--- config.mk ---
export PLATFORM = sky130hd
export DESIGN_NAME = mc_exec_core
export DESIGN_NICKNAME = d
export VERILOG_FILES = /design/src/rtl/mc_exec_core.sv
export SDC_FILE = /design/constraint.sdc
export NUM_CORES = 1
export LEC_CHECK = 0
export BUFFER_PORTS_ARGS = -buffer_cell sky130_fd_sc_hd__clkbuf_2
export CAP_MARGIN = 20
export CORE_AREA = 2 2 152 154
export CTS_CLUSTER_DIAMETER = 60
export DETAILED_ROUTE_END_ITERATION = 10
export DIE_AREA = 0 0 154 156
export PLACE_DENSITY_LB_ADDON = 0.1
export SYNTH_ARGS = -nofsm -noshare
export SYNTH_HDL_FRONTEND = slang
export SYNTH_SLANG_ARGS = --single-unit
export TNS_END_PERCENT = 5
--- constraint.sdc ---
create_clock -name clk -period 2.8 [get_ports clk]
set_input_delay 0.56 -clock clk [delete_from_list [all_inputs] [get_ports clk]]
set_output_delay 0.56 -clock clk [all_outputs]
set_load 0.03 [all_outputs]
--- src/rtl/mc_exec_core.sv ---
// mc_exec_core
//   Per-core execution unit. Accepts one operation through a start_op/ready
//   handshake and runs ALU ops, an iterative shift-add multiply, a rotate, or
//   a scratchpad store/load. Returns a 2*WIDTH result with a one-cycle end_op.
// Ports
//   clk        rising-edge clock
//   rst        synchronous reset, active low
//   A, B       operands (WIDTH)
//   start_op   request; accepted on an edge where start_op=1 and ready=1
//   op_sel     opcode (4 bits), sampled at acceptance
//   address_in scratchpad address for ST/LD (ADDR_W)
//   data_in    store data for ST (WIDTH)
//   ready      idle, can accept an op this cycle
//   end_op     one-cycle completion pulse; result/err valid
//   result     operation result (2*WIDTH), held until the next end_op
//   err        illegal opcode or scratchpad address out of range
module mc_exec_core #(
    parameter int WIDTH     = 8,
    parameter int ADDR_W    = 12,
    parameter int MEM_WORDS = 16
) (
    input  logic                 clk,
    input  logic                 rst,
    input  logic [WIDTH-1:0]     A,
    input  logic [WIDTH-1:0]     B,
    input  logic                 start_op,
    input  logic [3:0]           op_sel,
    input  logic [ADDR_W-1:0]    address_in,
    input  logic [WIDTH-1:0]     data_in,
    output logic                 ready,
    output logic                 end_op,
    output logic [2*WIDTH-1:0]   result,
    output logic                 err
);

    localparam int CW = $clog2(WIDTH);
    localparam int MW = $clog2(MEM_WORDS);
    localparam logic [CW-1:0]   CNT_LAST  = CW'(WIDTH - 1);
    localparam logic [ADDR_W:0] MEM_LIMIT = (ADDR_W + 1)'(MEM_WORDS);

    localparam logic [3:0] OP_ADD = 4'd0;
    localparam logic [3:0] OP_SUB = 4'd1;
    localparam logic [3:0] OP_AND = 4'd2;
    localparam logic [3:0] OP_OR  = 4'd3;
    localparam logic [3:0] OP_XOR = 4'd4;
    localparam logic [3:0] OP_MUL = 4'd5;
    localparam logic [3:0] OP_ROL = 4'd6;
    localparam logic [3:0] OP_ST  = 4'd7;
    localparam logic [3:0] OP_LD  = 4'd8;

    typedef enum logic [1:0] {
        S_IDLE,
        S_EXEC,
        S_MUL,
        S_DONE
    } state_t;

    state_t state, state_nxt;

    logic [WIDTH-1:0]   a_q, b_q, data_q;
    logic [3:0]         op_q;
    logic [ADDR_W-1:0]  addr_q;
    logic [2*WIDTH-1:0] mcand, acc, acc_nxt;
    logic [WIDTH-1:0]   mplier;
    logic [CW-1:0]      cnt;
    logic [WIDTH-1:0]   mem [MEM_WORDS];

    logic               accept;
    logic [2*WIDTH-1:0] exec_res;
    logic               exec_err;
    logic               exec_we;
    logic               addr_ok;
    logic [WIDTH:0]     sum_w, diff_w;
    logic [2*WIDTH-1:0] rot_w;

    // ---------------- FSM ----------------
    always_ff @(posedge clk) begin
        if (!rst) state <= S_IDLE;
        else      state <= state_nxt;
    end

    always_comb begin
        state_nxt = state;
        ready     = 1'b0;
        end_op    = 1'b0;
        accept    = 1'b0;
        case (state)
            S_IDLE: begin
                ready  = 1'b1;
                accept = start_op;
                if (start_op) state_nxt = (op_sel == OP_MUL) ? S_MUL : S_EXEC;
            end
            S_EXEC: state_nxt = S_DONE;
            S_MUL:  if (cnt == CNT_LAST) state_nxt = S_DONE;
            S_DONE: begin
                ready  = 1'b1;
                end_op = 1'b1;
                accept = start_op;
                if (start_op) state_nxt = (op_sel == OP_MUL) ? S_MUL : S_EXEC;
                else          state_nxt = S_IDLE;
            end
            default: state_nxt = S_IDLE;
        endcase
    end

    // ---------------- single-cycle datapath ----------------
    always_comb begin
        addr_ok  = ({1'b0, addr_q} < MEM_LIMIT);
        sum_w    = {1'b0, a_q} + {1'b0, b_q};
        // Bit WIDTH of the widened difference is the borrow.
        diff_w   = {1'b0, a_q} - {1'b0, b_q};
        // Upper half of the doubled operand shifted left is the rotation.
        rot_w    = {a_q, a_q} << b_q[CW-1:0];
        exec_res = '0;
        exec_err = 1'b0;
        exec_we  = 1'b0;
        case (op_q)
            OP_ADD: exec_res = {{(WIDTH-1){1'b0}}, sum_w};
            OP_SUB: exec_res = {{(WIDTH-1){1'b0}}, diff_w};
            OP_AND: exec_res = {{WIDTH{1'b0}}, a_q & b_q};
            OP_OR:  exec_res = {{WIDTH{1'b0}}, a_q | b_q};
            OP_XOR: exec_res = {{WIDTH{1'b0}}, a_q ^ b_q};
            OP_ROL: exec_res = {{WIDTH{1'b0}}, rot_w[2*WIDTH-1:WIDTH]};
            OP_ST: begin
                exec_err = !addr_ok;
                exec_we  = addr_ok;
            end
            OP_LD: begin
                exec_err = !addr_ok;
                if (addr_ok) exec_res = {{WIDTH{1'b0}}, mem[addr_q[MW-1:0]]};
            end
            default: exec_err = 1'b1;
        endcase
    end

    assign acc_nxt = acc + (mplier[0] ? mcand : '0);

    // ---------------- registers ----------------
    always_ff @(posedge clk) begin
        if (!rst) begin
            a_q    <= '0;
            b_q    <= '0;
            data_q <= '0;
            op_q   <= '0;
            addr_q <= '0;
            mcand  <= '0;
            mplier <= '0;
            acc    <= '0;
            cnt    <= '0;
            result <= '0;
            err    <= 1'b0;
            for (int unsigned i = 0; i < MEM_WORDS; i++) mem[i] <= '0;
        end else begin
            if (accept) begin
                a_q    <= A;
                b_q    <= B;
                data_q <= data_in;
                op_q   <= op_sel;
                addr_q <= address_in;
                mcand  <= {{WIDTH{1'b0}}, A};
                mplier <= B;
                acc    <= '0;
                cnt    <= '0;
            end
            case (state)
                S_EXEC: begin
                    result <= exec_res;
                    err    <= exec_err;
                    if (exec_we) mem[addr_q[MW-1:0]] <= data_q;
                end
                S_MUL: begin
                    acc    <= acc_nxt;
                    mcand  <= mcand << 1;
                    mplier <= mplier >> 1;
                    cnt    <= cnt + 1'b1;
                    if (cnt == CNT_LAST) begin
                        result <= acc_nxt;
                        err    <= 1'b0;
                    end
                end
                default: ;
            endcase
        end
    end

endmodule
Yosys cells after proc, flatten, opt, wreduce, memory -nomap -nowiden
Memories as Yosys holds them, arrays and structs flattened. A register that Yosys moved wholly into a read port is not among the register bits.
Index checks and enable logic that the tools add are counted.
Word-level totals
  flip-flop bits (word level): 102
  bits in writable memories: 128
  output and inout bits: 19
  memories kept: 1
Memory list
  mem: depth 16, width 8, rd ports 1, clocked after Yosys merged registers in 1, wr ports 16, line 66  | logic [WIDTH-1:0] mem [MEM_WORDS];
Operators by class
  $add $sub $neg: 4
  magnitude comparators: 1
  eq/ne operators: 14
  shift-type cells: 1
  mux-type cells: 35
  bitwise gates (word level): 4
  reductions and logical operators: 12
Operator list (number)
  16-bit 2-to-1 mux: 6
  9-bit one-hot mux with 7 select lines: 1
  16-bit one-hot mux with 2 select lines: 1
  16-bit adder: 1
  4-bit by 3-bit equality test with 1-bit output (second input constant): 4
  8-bit 2-to-1 mux: 2
  16-bit by 3-bit << shifter with 16-bit output: 1
  7-bit 2-to-1 mux: 2
  12-bit by 5-bit < comparator with 1-bit output (second input constant): 1
  4-bit 2-to-1 mux: 3
  1-bit 2-to-1 mux: 11
  8-bit by 8-bit adder with 9-bit output: 1
  8-bit by 8-bit subtractor with 9-bit output: 1
  8-bit bitwise AND: 1
  4-bit by 2-bit equality test with 1-bit output (second input constant): 2
  2-bit 2-to-1 mux: 4
  8-bit OR: 1
  2-bit one-hot mux with 4 select lines: 1
  8-bit OR reduction: 1
  8-bit XOR: 1
  3-bit 2-to-1 mux: 2
  2-bit OR reduction: 3
  6-bit OR reduction: 1
  2-bit equality test (second input constant): 2
  other kinds (13): 17

Depth between registers and ports, before layout
  depth in word-level cells: 8
  mapped depth: 13
  depth with buffers taken out: 11

Worst setup path after synthesis
No wires, ideal clock.
  path type: register to register
  from: reg op_q[3]
  to: reg result[4]
  library setup time: 0.119 ns
  data arrival time: 2.739 ns
  required time: 2.681 ns
  path slack: -0.058 ns
  cell stages (with the launch flop): 12
  path buffers: 1
  path through: dfxtp_1 -> clkbuf_1 -> or4b_2 -> o31ai_1 -> xnor2_1 -> ha_1 -> a21o_1 -> a31o_2 -> xor2_1 -> a21oi_1 -> a31oi_1 -> o221a_2
On the way
  word-level cells in the longest chain between the ends: 3
  elaborated cells between the ends (all ways): 9
  those cells by class: 6 x eq/ne; 2 x mux; 1 x reduce/logical
Ends and longest elaborated chain
  start: declaration: line 61  | logic [3:0] op_q;
  start signal: assignment: line 158  | op_q <= op_sel;
  4-bit equality test, or another cell as far along: line 117  | case (op_q)
  9-bit one-hot mux with 7 select lines *: line 117
  16-bit one-hot mux with 2 select lines *: line 165  | case (state)
  end signal: assignment: line 167  | result <= exec_res;
  end signal: assignment: line 177  | result <= acc_nxt;
  end: declaration: line 32  | output logic [2*WIDTH-1:0] result,
Mark *: on every way between the ends. The rest lies on a longest branch, timed or not.
A chain may end at the register's enable or synchronous reset.

Worst setup path after layout
  from: reg mplier[0]
  to: reg acc[12]
On the way
  word-level cells in the longest chain between the ends: 3
Ends and longest elaborated chain
  start: declaration: line 64  | logic [WIDTH-1:0] mplier;
  start signal: assignment: line 174  | mplier <= mplier >> 1;
  16-bit 2-to-1 mux: line 136  | assign acc_nxt = acc + (mplier[0] ? mcand : '0);
  16-bit adder: line 136
  16-bit 2-to-1 mux: line 165
  end signal: assignment: line 172  | acc <= acc_nxt;
  end: declaration: line 63  | logic [2*WIDTH-1:0] mcand, acc, acc_nxt;
No other way between the ends.

==> results.ini <==
[placed_design]
dpl.cell_count=1495
io_buffers=61
hpwl_um=22100
gp_congestion=0.895

[setup_path]
crit_arrival_ns=3.14
r2r.worst_path.cells=10
end_kind=register
path_cells=and2_1 -> ha_1 -> fa_1 -> a21o_1 -> a21o_1 -> a2111oi_4 -> buf_4 -> o21a_1 -> mux2i_1 -> a41o_1
cpMostUsedCell=a21o_1
r2r-start=mplier[0]
critical_path_class=reg -> reg
reg2reg_to=acc[12]
crit_fanout=5
slowest_delay_ns=0.44
cp.required_ns=3.23
start_kind=register
r2r_setup_slack_ns=0.1
slowest_stage=fa_1

[sta]
fin_setup_tns_ns=0
min_period_over_period_pct=96.5
slew_viol_final=0
slew_headroom_pct=54.4
tightestPinTransition_ns=0.684
setup_viol=0
hold_violations=0
grt_setup_unrepaired=yes
fin_skew_ns=0.0176
max_freq_ghz=0.370
finalCriticalPeriod_ns=2.70

[route]
via_per_inst=5.88
via_count=9069
drc=0
drt_first_pass_iters=5
routed_wl_um=31100
drt_iter0_markers=809
wire_per_inst_um=20.1
drtAntennaViolNets=0

[final_layout]
drive_above_1_share_pct=17.1
nets=1330
register_area_mm2=0.00597
area_growth_pct=14.5
n_antenna_cell=0
multi_input_comb_area_mm2=0.00597
fillers=1856
post-route-util_pct=62.9
fin_cells=1543

[hold_path]
holdCritPathClass=in -> reg
whs_endpoint=addr_q[7]
min_from=address_in[7]
min_path_cells=3

[logic_synthesis]
synth_edf_count=128
yosys-top-cells-area=edfxtp_1, dfxtp_1, and2_1
ys_seq_area_share_pct=48.5
yosysWarningCount=0
synth-main-ff-cell=edfxtp_1
synth_top_cell_by_area=edfxtp_1
syn-cell-area_mm2=0.0123
async_flop_share_pct=0
synth_area_per_cell_um2=10.6
synth_most_common_cell=nand2_1
ys_ff_latch=234
syn_nets=1249
netlist_instances=1157
synth_commonest_cells=nand2_1, and2_1, edfxtp_1, dfxtp_1, o21ai_0
synth_top_area_share_pct=31.3
ys_types=68

[die]
dieArea_mm2=0.0240
num_rows=55
start_util_pct=54.9
core_mm2=0.0224
io_pins=62
fp.dieW_um=154
die_h_um=156

[clock_tree]
clk_root_buffer_cell=clkbuf_16
clk_pin_slew_worst_paths_ns=0.06
cts_sinks=234
clkLatencyLatePin_ns=0.55
clock_path_buffers=3
h-tree-depth=1
numCtsBuffers=26
cts_tree=yes
post-cts-setup-buffer-count=0

[power_and_ir_drop]
vdd_drop_max_mv=0.537
power.density_mw_per_mm2=836
leakagePower_uw=0.00545

[global_routing]
antenna_found_initial=2
grt_usage_pct=26.4
grt_pass1_vias=8862
overflow=0
grt_max_degree=120
grt_pass1_wl_um=49400

[job]
cap_violations=0

[run_status]
status=finished, final reports clean

-- how the worst max path moves through the flow --
stage                    from         to
floorplan              b_q[1]  result[7]
global placement    mplier[0]    acc[12]
detailed placement  mplier[0]    acc[12]
CTS                 mplier[0]    acc[12]
global route        mplier[0]    acc[14]
finish              mplier[0]    acc[12]
-- layout make-up --
class	instances	share of cell area (%)
tap	285	2.54
clock inverter	9	0.703
timing repair buffer	121	5.66
sequential	234	42.4
inverter	31	0.827
multi-input combinational	824	42.5
clock buffer	39	5.40
-- state kept, by name (all words and copies together), names as in the netlist, named ones only --
register / count
mem: 128
acc: 16
mcand: 16
result: 16
addr_q: 12
a_q: 8
b_q: 8
data_q: 8
mplier: 8
op_q: 4
cnt: 3
state: 2
err: 1
-- per-layer routing --
| metal | global-route usage, % | share of wire, % |
|---|---|---|
| met5 | 0 | 0.084 |
| met3 | 3.53 | 4.6 |
| met1 | 35.3 | 44 |
| met2 | 44.9 | 48 |
| met4 | 8.63 | 3.3 |
-- cells in the final DEF (no fill, tap or decap), types with 6 or more instances in the layout --
cell | Yosys | final
a21boi_0 | 45 | 45
a21o_1 | 8 | 8
a21oi_1 | 28 | 27
a22oi_1 | 9 | 9
a31oi_1 | 26 | 26
and2_1 | 158 | 158
and3_1 | 6 | 6
buf_4 | 1 | 58
clkbuf_1 | 57 | 7
clkbuf_16 | 0 | 26
clkbuf_2 | 0 | 60
clkbuf_8 | 0 | 6
clkinv_2 | 0 | 6
dfxtp_1 | 106 | 105
edfxtp_1 | 128 | 128
ha_1 | 47 | 46
inv_1 | 29 | 29
mux2i_1 | 13 | 13
mux4_1 | 7 | 7
mux4_2 | 36 | 36
nand2_1 | 165 | 164
nand2b_1 | 9 | 9
nand3_1 | 19 | 19
nand3b_1 | 6 | 6
nor2_1 | 32 | 31
nor2b_1 | 17 | 17
nor3_1 | 12 | 12
o211ai_1 | 10 | 10
o21a_1 | 6 | 6
o21ai_0 | 66 | 65
o31ai_1 | 6 | 6
xnor2_1 | 13 | 13
-- metrics by stage --
stage	worst slack [ns]	total power (µW)	instance area, µm²	hold WS (ns)
floorplan	0.00699	7050	12300	0.431
global placement	0.0610	8370	13200	0.442
detailed placement	0.0480	8410	13200	0.445
CTS	0.0323	11800	14000	0.224
global route	-0.0133	12400	14100	0.240
finish	0.0975	11800	14100	0.246
-- logic make-up after synthesis --
kind of cell	synth area share (%)
multiplexers	9.34
flip-flops	48.5
adder cells (fa/ha/maj)	5.11
AO/OA/AOI/OAI	13.4
AND/OR/NAND/NOR	19.0
XOR/XNOR	1.47
buffers and inverters	3.22
-- power by group --
group | switching, µW | internal [µW]
logic | 2330 | 1540
clock network | 1400 | 1970
registers | 507 | 4010
total | 4230 | 7530
-- critical path, delay by kind of cell (launching register included) --
family          cells  cell delay, ns
mux                 1            0.09
simple gates        1            0.17
buf+inv             1            0.16
compound gates      5            1.18
flops               1            0.33
fa+ha+maj           2            0.66
-- what timing repair did --
item                       4_1_cts  5_1_grt
hold buffers                     0        0
gates resized for setup          0        6
setup endpoints to repair        0        9
Power figures use the tool's default switching activity.
